[config.mk]
export PLATFORM = sky130hd
export DESIGN_NAME = latch_ctrl_flat
export DESIGN_NICKNAME = d
export VERILOG_FILES = /design/src/rtl/latch_ctrl_if.sv /design/src/rtl/latch_ctrl.sv /design/src/flat_wrapper.sv
export SDC_FILE = /design/constraint.sdc
export NUM_CORES = 1
export LEC_CHECK = 0
export ABC_CLOCK_PERIOD_IN_PS = 3350
export BUFFER_PORTS_ARGS = -buffer_cell sky130_fd_sc_hd__buf_2
export CAP_MARGIN = 40
export CORE_ASPECT_RATIO = 1.1
export CORE_UTILIZATION = 50
export CTS_CLUSTER_DIAMETER = 200
export DETAILED_ROUTE_END_ITERATION = 10
export GPL_ROUTABILITY_DRIVEN = 0
export GPL_TIMING_DRIVEN = 0
export MAX_ROUTING_LAYER = met4
export PLACE_DENSITY = 0.8
export REMOVE_ABC_BUFFERS = 1
export SYNTH_ARGS = -nofsm -noshare
export SYNTH_HDL_FRONTEND = slang
export SYNTH_SLANG_ARGS = --single-unit
[constraint.sdc]
create_clock -name clk -period 3.35 [get_ports clk]
set_input_delay 0.67 -clock clk [delete_from_list [all_inputs] [get_ports clk]]
set_output_delay 0.67 -clock clk [all_outputs]
set_load 0.03 [all_outputs]
[src/rtl/latch_ctrl_if.sv]
// Handshake bundle between a word source, the stage latch and the frame consumer.
// The master side drives stimulus and latch feedback; the controller is the slave.
interface latch_ctrl_if #(
    parameter int DWIDTH = 8
);
    logic              en;
    logic              in_valid;
    logic [DWIDTH-1:0] in_data;
    logic              in_ready;
    logic              lat_start;
    logic [DWIDTH-1:0] lat_data;
    logic              lat_rst;
    logic              lat_done;
    logic              out_valid;
    logic              out_ready;
    logic              out_err;
    logic              err_underrun;
    logic              err_timeout;
    logic [15:0]       frame_cnt;

    modport master (
        output en, in_valid, in_data, lat_done, out_ready,
        input  in_ready, lat_start, lat_data, lat_rst, out_valid, out_err,
               err_underrun, err_timeout, frame_cnt
    );

    modport slave (
        input  en, in_valid, in_data, lat_done, out_ready,
        output in_ready, lat_start, lat_data, lat_rst, out_valid, out_err,
               err_underrun, err_timeout, frame_cnt
    );
endinterface

[src/rtl/latch_ctrl.sv]
// Burst controller for a STAGE-deep shift latch: streams STAGE words in, waits for
// the latch update strobe (with timeout), then holds the frame until consumed.
//
// state | meaning
// IDLE  | waiting for en & in_valid to start a burst
// FILL  | presenting word cnt to the latch, STAGE cycles, never stalls
// WAIT  | waiting for lat_done, bounded by TMO cycles
// HOLD  | frame valid, waiting for out_ready
module latch_ctrl #(
    parameter int STAGE  = 8,
    parameter int DWIDTH = 8,
    parameter int TMO    = STAGE + 4
) (
    input  logic        clk,
    input  logic        rst_n,
    latch_ctrl_if.slave bus
);
    localparam int CW = $clog2(STAGE);
    localparam int TW = $clog2(TMO + 1);

    typedef enum logic [1:0] {
        IDLE = 2'd0,
        FILL = 2'd1,
        WAIT = 2'd2,
        HOLD = 2'd3
    } state_e;

    state_e            state_q;
    logic [CW-1:0]     cnt_q;
    logic [TW-1:0]     tmr_q;
    logic              armed_q;
    logic              bad_q;
    logic              lat_start_q;
    logic              in_ready_q;
    logic              out_valid_q;
    logic              out_err_q;
    logic              err_underrun_q;
    logic              err_timeout_q;
    logic [15:0]       frame_cnt_q;
    logic [DWIDTH-1:0] word_in;

    // armed_q keeps the first post-reset edge from launching a burst.
    always_ff @(posedge clk or negedge rst_n) begin
        if (!rst_n) begin
            state_q        <= IDLE;
            cnt_q          <= '0;
            tmr_q          <= '0;
            armed_q        <= 1'b0;
            bad_q          <= 1'b0;
            lat_start_q    <= 1'b0;
            in_ready_q     <= 1'b0;
            out_valid_q    <= 1'b0;
            out_err_q      <= 1'b0;
            err_underrun_q <= 1'b0;
            err_timeout_q  <= 1'b0;
            frame_cnt_q    <= '0;
        end else begin
            armed_q     <= 1'b1;
            lat_start_q <= 1'b0;
            case (state_q)
                IDLE: begin
                    if (armed_q && bus.en && bus.in_valid) begin
                        state_q     <= FILL;
                        cnt_q       <= '0;
                        lat_start_q <= 1'b1;
                        in_ready_q  <= 1'b1;
                    end
                end
                FILL: begin
                    cnt_q <= cnt_q + 1'b1;
                    if (!bus.in_valid) begin
                        err_underrun_q <= 1'b1;
                        bad_q          <= 1'b1;
                    end
                    if (cnt_q == CW'(STAGE - 1)) begin
                        state_q    <= WAIT;
                        in_ready_q <= 1'b0;
                        tmr_q      <= TW'(TMO - 1);
                    end
                end
                WAIT: begin
                    if (bus.lat_done) begin
                        state_q     <= HOLD;
                        out_valid_q <= 1'b1;
                        out_err_q   <= bad_q;
                    end else if (tmr_q == '0) begin
                        // Timed-out frame is dropped, so its bad mark goes with it.
                        state_q       <= IDLE;
                        err_timeout_q <= 1'b1;
                        bad_q         <= 1'b0;
                    end else begin
                        tmr_q <= tmr_q - 1'b1;
                    end
                end
                HOLD: begin
                    if (bus.out_ready) begin
                        state_q     <= IDLE;
                        out_valid_q <= 1'b0;
                        out_err_q   <= 1'b0;
                        bad_q       <= 1'b0;
                        frame_cnt_q <= frame_cnt_q + 16'd1;
                    end
                end
                default: state_q <= IDLE;
            endcase
        end
    end

    // Data path is combinational so word k reaches the latch in FILL cycle k.
    assign word_in          = bus.in_data;
    assign bus.lat_data     = (in_ready_q && bus.in_valid) ? word_in : '0;
    assign bus.lat_rst      = ~rst_n;
    assign bus.in_ready     = in_ready_q;
    assign bus.lat_start    = lat_start_q;
    assign bus.out_valid    = out_valid_q;
    assign bus.out_err      = out_err_q;
    assign bus.err_underrun = err_underrun_q;
    assign bus.err_timeout  = err_timeout_q;
    assign bus.frame_cnt    = frame_cnt_q;

endmodule

[src/flat_wrapper.sv]
// flat-port wrapper written by rule: the top's interface ports become plain ports
module latch_ctrl_flat 
#(
    parameter int STAGE  = 8,
    parameter int DWIDTH = 8,
    parameter int TMO    = STAGE + 4
)
  (clk, rst_n, bus_en, bus_in_valid, bus_in_data, bus_lat_done, bus_out_ready, bus_in_ready, bus_lat_start, bus_lat_data, bus_lat_rst, bus_out_valid, bus_out_err, bus_err_underrun, bus_err_timeout, bus_frame_cnt);
  latch_ctrl_if #(.DWIDTH(DWIDTH)) bus_i ();
  input  logic clk;
  input  logic rst_n;
  input wire logic [$bits(bus_i.en)-1:0] bus_en;
  input wire logic [$bits(bus_i.in_valid)-1:0] bus_in_valid;
  input wire logic [$bits(bus_i.in_data)-1:0] bus_in_data;
  input wire logic [$bits(bus_i.lat_done)-1:0] bus_lat_done;
  input wire logic [$bits(bus_i.out_ready)-1:0] bus_out_ready;
  output wire logic [$bits(bus_i.in_ready)-1:0] bus_in_ready;
  output wire logic [$bits(bus_i.lat_start)-1:0] bus_lat_start;
  output wire logic [$bits(bus_i.lat_data)-1:0] bus_lat_data;
  output wire logic [$bits(bus_i.lat_rst)-1:0] bus_lat_rst;
  output wire logic [$bits(bus_i.out_valid)-1:0] bus_out_valid;
  output wire logic [$bits(bus_i.out_err)-1:0] bus_out_err;
  output wire logic [$bits(bus_i.err_underrun)-1:0] bus_err_underrun;
  output wire logic [$bits(bus_i.err_timeout)-1:0] bus_err_timeout;
  output wire logic [$bits(bus_i.frame_cnt)-1:0] bus_frame_cnt;
  assign bus_i.en = bus_en;
  assign bus_i.in_valid = bus_in_valid;
  assign bus_i.in_data = bus_in_data;
  assign bus_i.lat_done = bus_lat_done;
  assign bus_i.out_ready = bus_out_ready;
  assign bus_in_ready = bus_i.in_ready;
  assign bus_lat_start = bus_i.lat_start;
  assign bus_lat_data = bus_i.lat_data;
  assign bus_lat_rst = bus_i.lat_rst;
  assign bus_out_valid = bus_i.out_valid;
  assign bus_out_err = bus_i.out_err;
  assign bus_err_underrun = bus_i.err_underrun;
  assign bus_err_timeout = bus_i.err_timeout;
  assign bus_frame_cnt = bus_i.frame_cnt;
  latch_ctrl #(.STAGE(STAGE), .DWIDTH(DWIDTH), .TMO(TMO)) u_core (.clk(clk), .rst_n(rst_n), .bus(bus_i));
endmodule
==> impl_metrics.yaml <==
floorplan:
  die_h_um: 60.3
  rows: 20
  die-area_sq_mm: 0.00332
  start_util_pct: 54.2
  io-pin-count: 45
  die_x_um: 55.0
  core_area_sq_mm: 0.00285
timing:
  drv_slew: 0
  max_freq_ghz: 0.460
  finalSetupViolCount: 0
  clock_skew_ps: 7.35
  worstMarginPinSlew_ps: 711
  relSlewSlack_pct: 52.6
  finalCritPeriodShare_pct: 64.9
  setup_tns_ps: 0
  rsz0062_at_grt: "false"
  min_period_ps: 2170
  hold_viol_final: 0
final_layout:
  nets: 211
  fin_util_pct: 65.9
  fin_area_sq_mm: 0.00188
  area_delta_synth_final_pct: 21.7
  num_antenna_cells: 0
  layout-drive-gt1-share_pct: 29.5
cts:
  cts_tree: "done"
  cts_max_path_buffers: 2
  htree_levels: 2
  post_cts_buffers: 0
  numCtsBuffers: 5
  cts-hold-fix-buffers: 0
  root_buffer: "clkbuf_4"
  clk_latency_ps: 330
  cts.sinks: 33
  path_clk_slew_ps: 90
  ctsResizeCount: 0
detailed_routing:
  drc: 0
  wl_met1_mm: 1.36
  drt-pass1-iter-count: 4
  routed_wl_mm: 3.02
  via_per_inst: 5.35
  dr_wl_met3_um: 111
  drtIter0Drc: 13
  top_layer_used: "met4"
  postRouteAntennaNets: 0
  wl_met2_mm: 1.49
  num_vias: 1210
  avgRoutedWirePerCell_um: 13.4
critical_path:
  r2r-start: "u_core.tmr_q[0]$_DFFE_PN0P_"
  start_kind: "input pin"
  required_ps: 2680
  setup.worst_path.class: "input pin to primary output"
  crit_fanout: 34
  r2r_cells: 6
  critPathCaptureType: "primary output"
  reg2reg_to: "u_core.tmr_q[2]$_DFFE_PN0P_"
  arrival_ps: 1500
  r2r_setup_slack_ps: 1510
synthesis:
  syn_avg_cell_area_sq_um: 10.7
  synth_warnings: 0
  synth_common_cells: "dfrtp_1 (33), and3_1 (12), xnor2_1 (9), nand2_1 (8)"
  yosys-top-cells-area: "dfrtp_1 (53%), xnor2_1 (5.1%), and3_1 (4.9%)"
  yosys.area.top_type: "dfrtp_1"
  syn_inst: 144
  synth.top_cell.area_share_pct: 53.4
  yosysMostFrequentCell: "dfrtp_1"
  synth_cell_type_count: 32
  netlist_area_sq_mm: 0.00155
  async_reset_ff_share_pct: 100
  yosysSeqAreaShare_pct: 53.4
  ys.flop_type: "dfrtp_1"
  synth-edff-count: 0
  ys_seq_elements: 33
pwr:
  peakVddDrop_mv: 0.502
  powerDensity_mw_per_mm2: 687
  leakage_nw: 1.02
status:
  outcome: "finished, final reports clean"
grt:
  antenna_found_initial: 0
  grt_pass1_vias: 1152
  grt-ovfl-total: 0
  grt_max_degree: 35
  gr-usage-all-layers_pct: 23.3
  grt_pass1_wl_mm: 5.11
place:
  io_buffers: 44
  dp_hpwl_mm: 2.21
  placed_area_sq_mm: 0.00180
min_path:
  hp-class: "input pin to async pin"
flow_run:
  cap_violations: 0
critical path, cell delays in order:
cell   delay [ps]
buf_2         550
inv_1          70
buf_2         200
layout make-up:
class / instances / area [sq um]
well taps: 33 / 41.3
inverters: 6 / 22.5
repair buffers: 44 / 220
clock inverters: 1 / 30.0
flip-flops and latches: 33 / 826
fillers: 244 / 972
clock buffers: 7 / 55.1
multi-input cells: 102 / 686
how the worst max path moves through the flow:
stage                        start               to  slack, ps  depth (start not counted)
global route                 rst_n      bus_lat_rst        990                          3
floorplan           bus_in_data[0]  bus_lat_data[0]       1690                          1
CTS                          rst_n      bus_lat_rst       1110                          3
finish                       rst_n      bus_lat_rst       1180                          3
detailed placement           rst_n      bus_lat_rst       1120                          3
global placement             rst_n      bus_lat_rst       1140                          3
layer usage:
layer / track usage [%] / up-vias
met5: - / -
met2: 35.6 / 23
li1: - / 594
met3: 7.63 / 5
met1: 27.3 / 588
met4: 10.7 / 0
metrics by stage:
step | setup slack (ps) | std cells | power, mW | hold slack [ps]
after CTS | 1110 | 226 | 1.31 | 406
after global routing | 989 | 226 | 1.38 | 419
after global placement | 1140 | 218 | 0.970 | 441
after floorplan | 1690 | 141 | 0.866 | 374
after detailed placement | 1120 | 218 | 0.994 | 455
final | 1180 | 226 | 1.29 | 382
sequential cells by signal (all words and copies together), names as in the netlist:
register                 flops
u_core.bus.frame_cnt        16
u_core.bus.out_valid         1
u_core.bus.err_underrun      1
u_core.cnt_q                 3
u_core.bad_q                 1
u_core.armed_q               1
u_core.state_q               2
u_core.bus.in_ready          1
u_core.bus.out_err           1
u_core.tmr_q                 4
u_core.bus.lat_start         1
u_core.bus.err_timeout       1
power breakdown:
part	internal [mW]	leakage (nW)	total [mW]	switching (mW)
logic	0.162	0.559	0.400	0.238
clock network	0.178	0.0455	0.306	0.128
registers	0.485	0.412	0.586	0.101
total	0.825	1.02	1.29	0.467
cell usage in the layout, fill, tap and decap left out, types with 6 or more instances in the layout:
| cell | n |
|---|---|
| buf_2 | 44 |
| dfrtp_1 | 33 |
| and3_1 | 12 |
| xnor2_1 | 9 |
| nand2_1 | 8 |
| xor2_1 | 7 |
| a21oi_1 | 7 |
| inv_1 | 6 |
| nand3_1 | 6 |
| nor3_1 | 6 |
| nor2_1 | 6 |
logic make-up (layout without fill, tap and decap cells):
kind of cell	after synthesis	after routing	synth area share, %
compound gates	21	21	8.02
xor+xnor	16	16	9.07
fa+ha+maj	5	5	4.05
buf+inv	9	58	2.19
flops	33	33	53.4
mux	4	4	2.83
other cells	1	1	0.243
simple gates	55	55	20.2
Note: power is estimated with default switching activity, not from simulation.
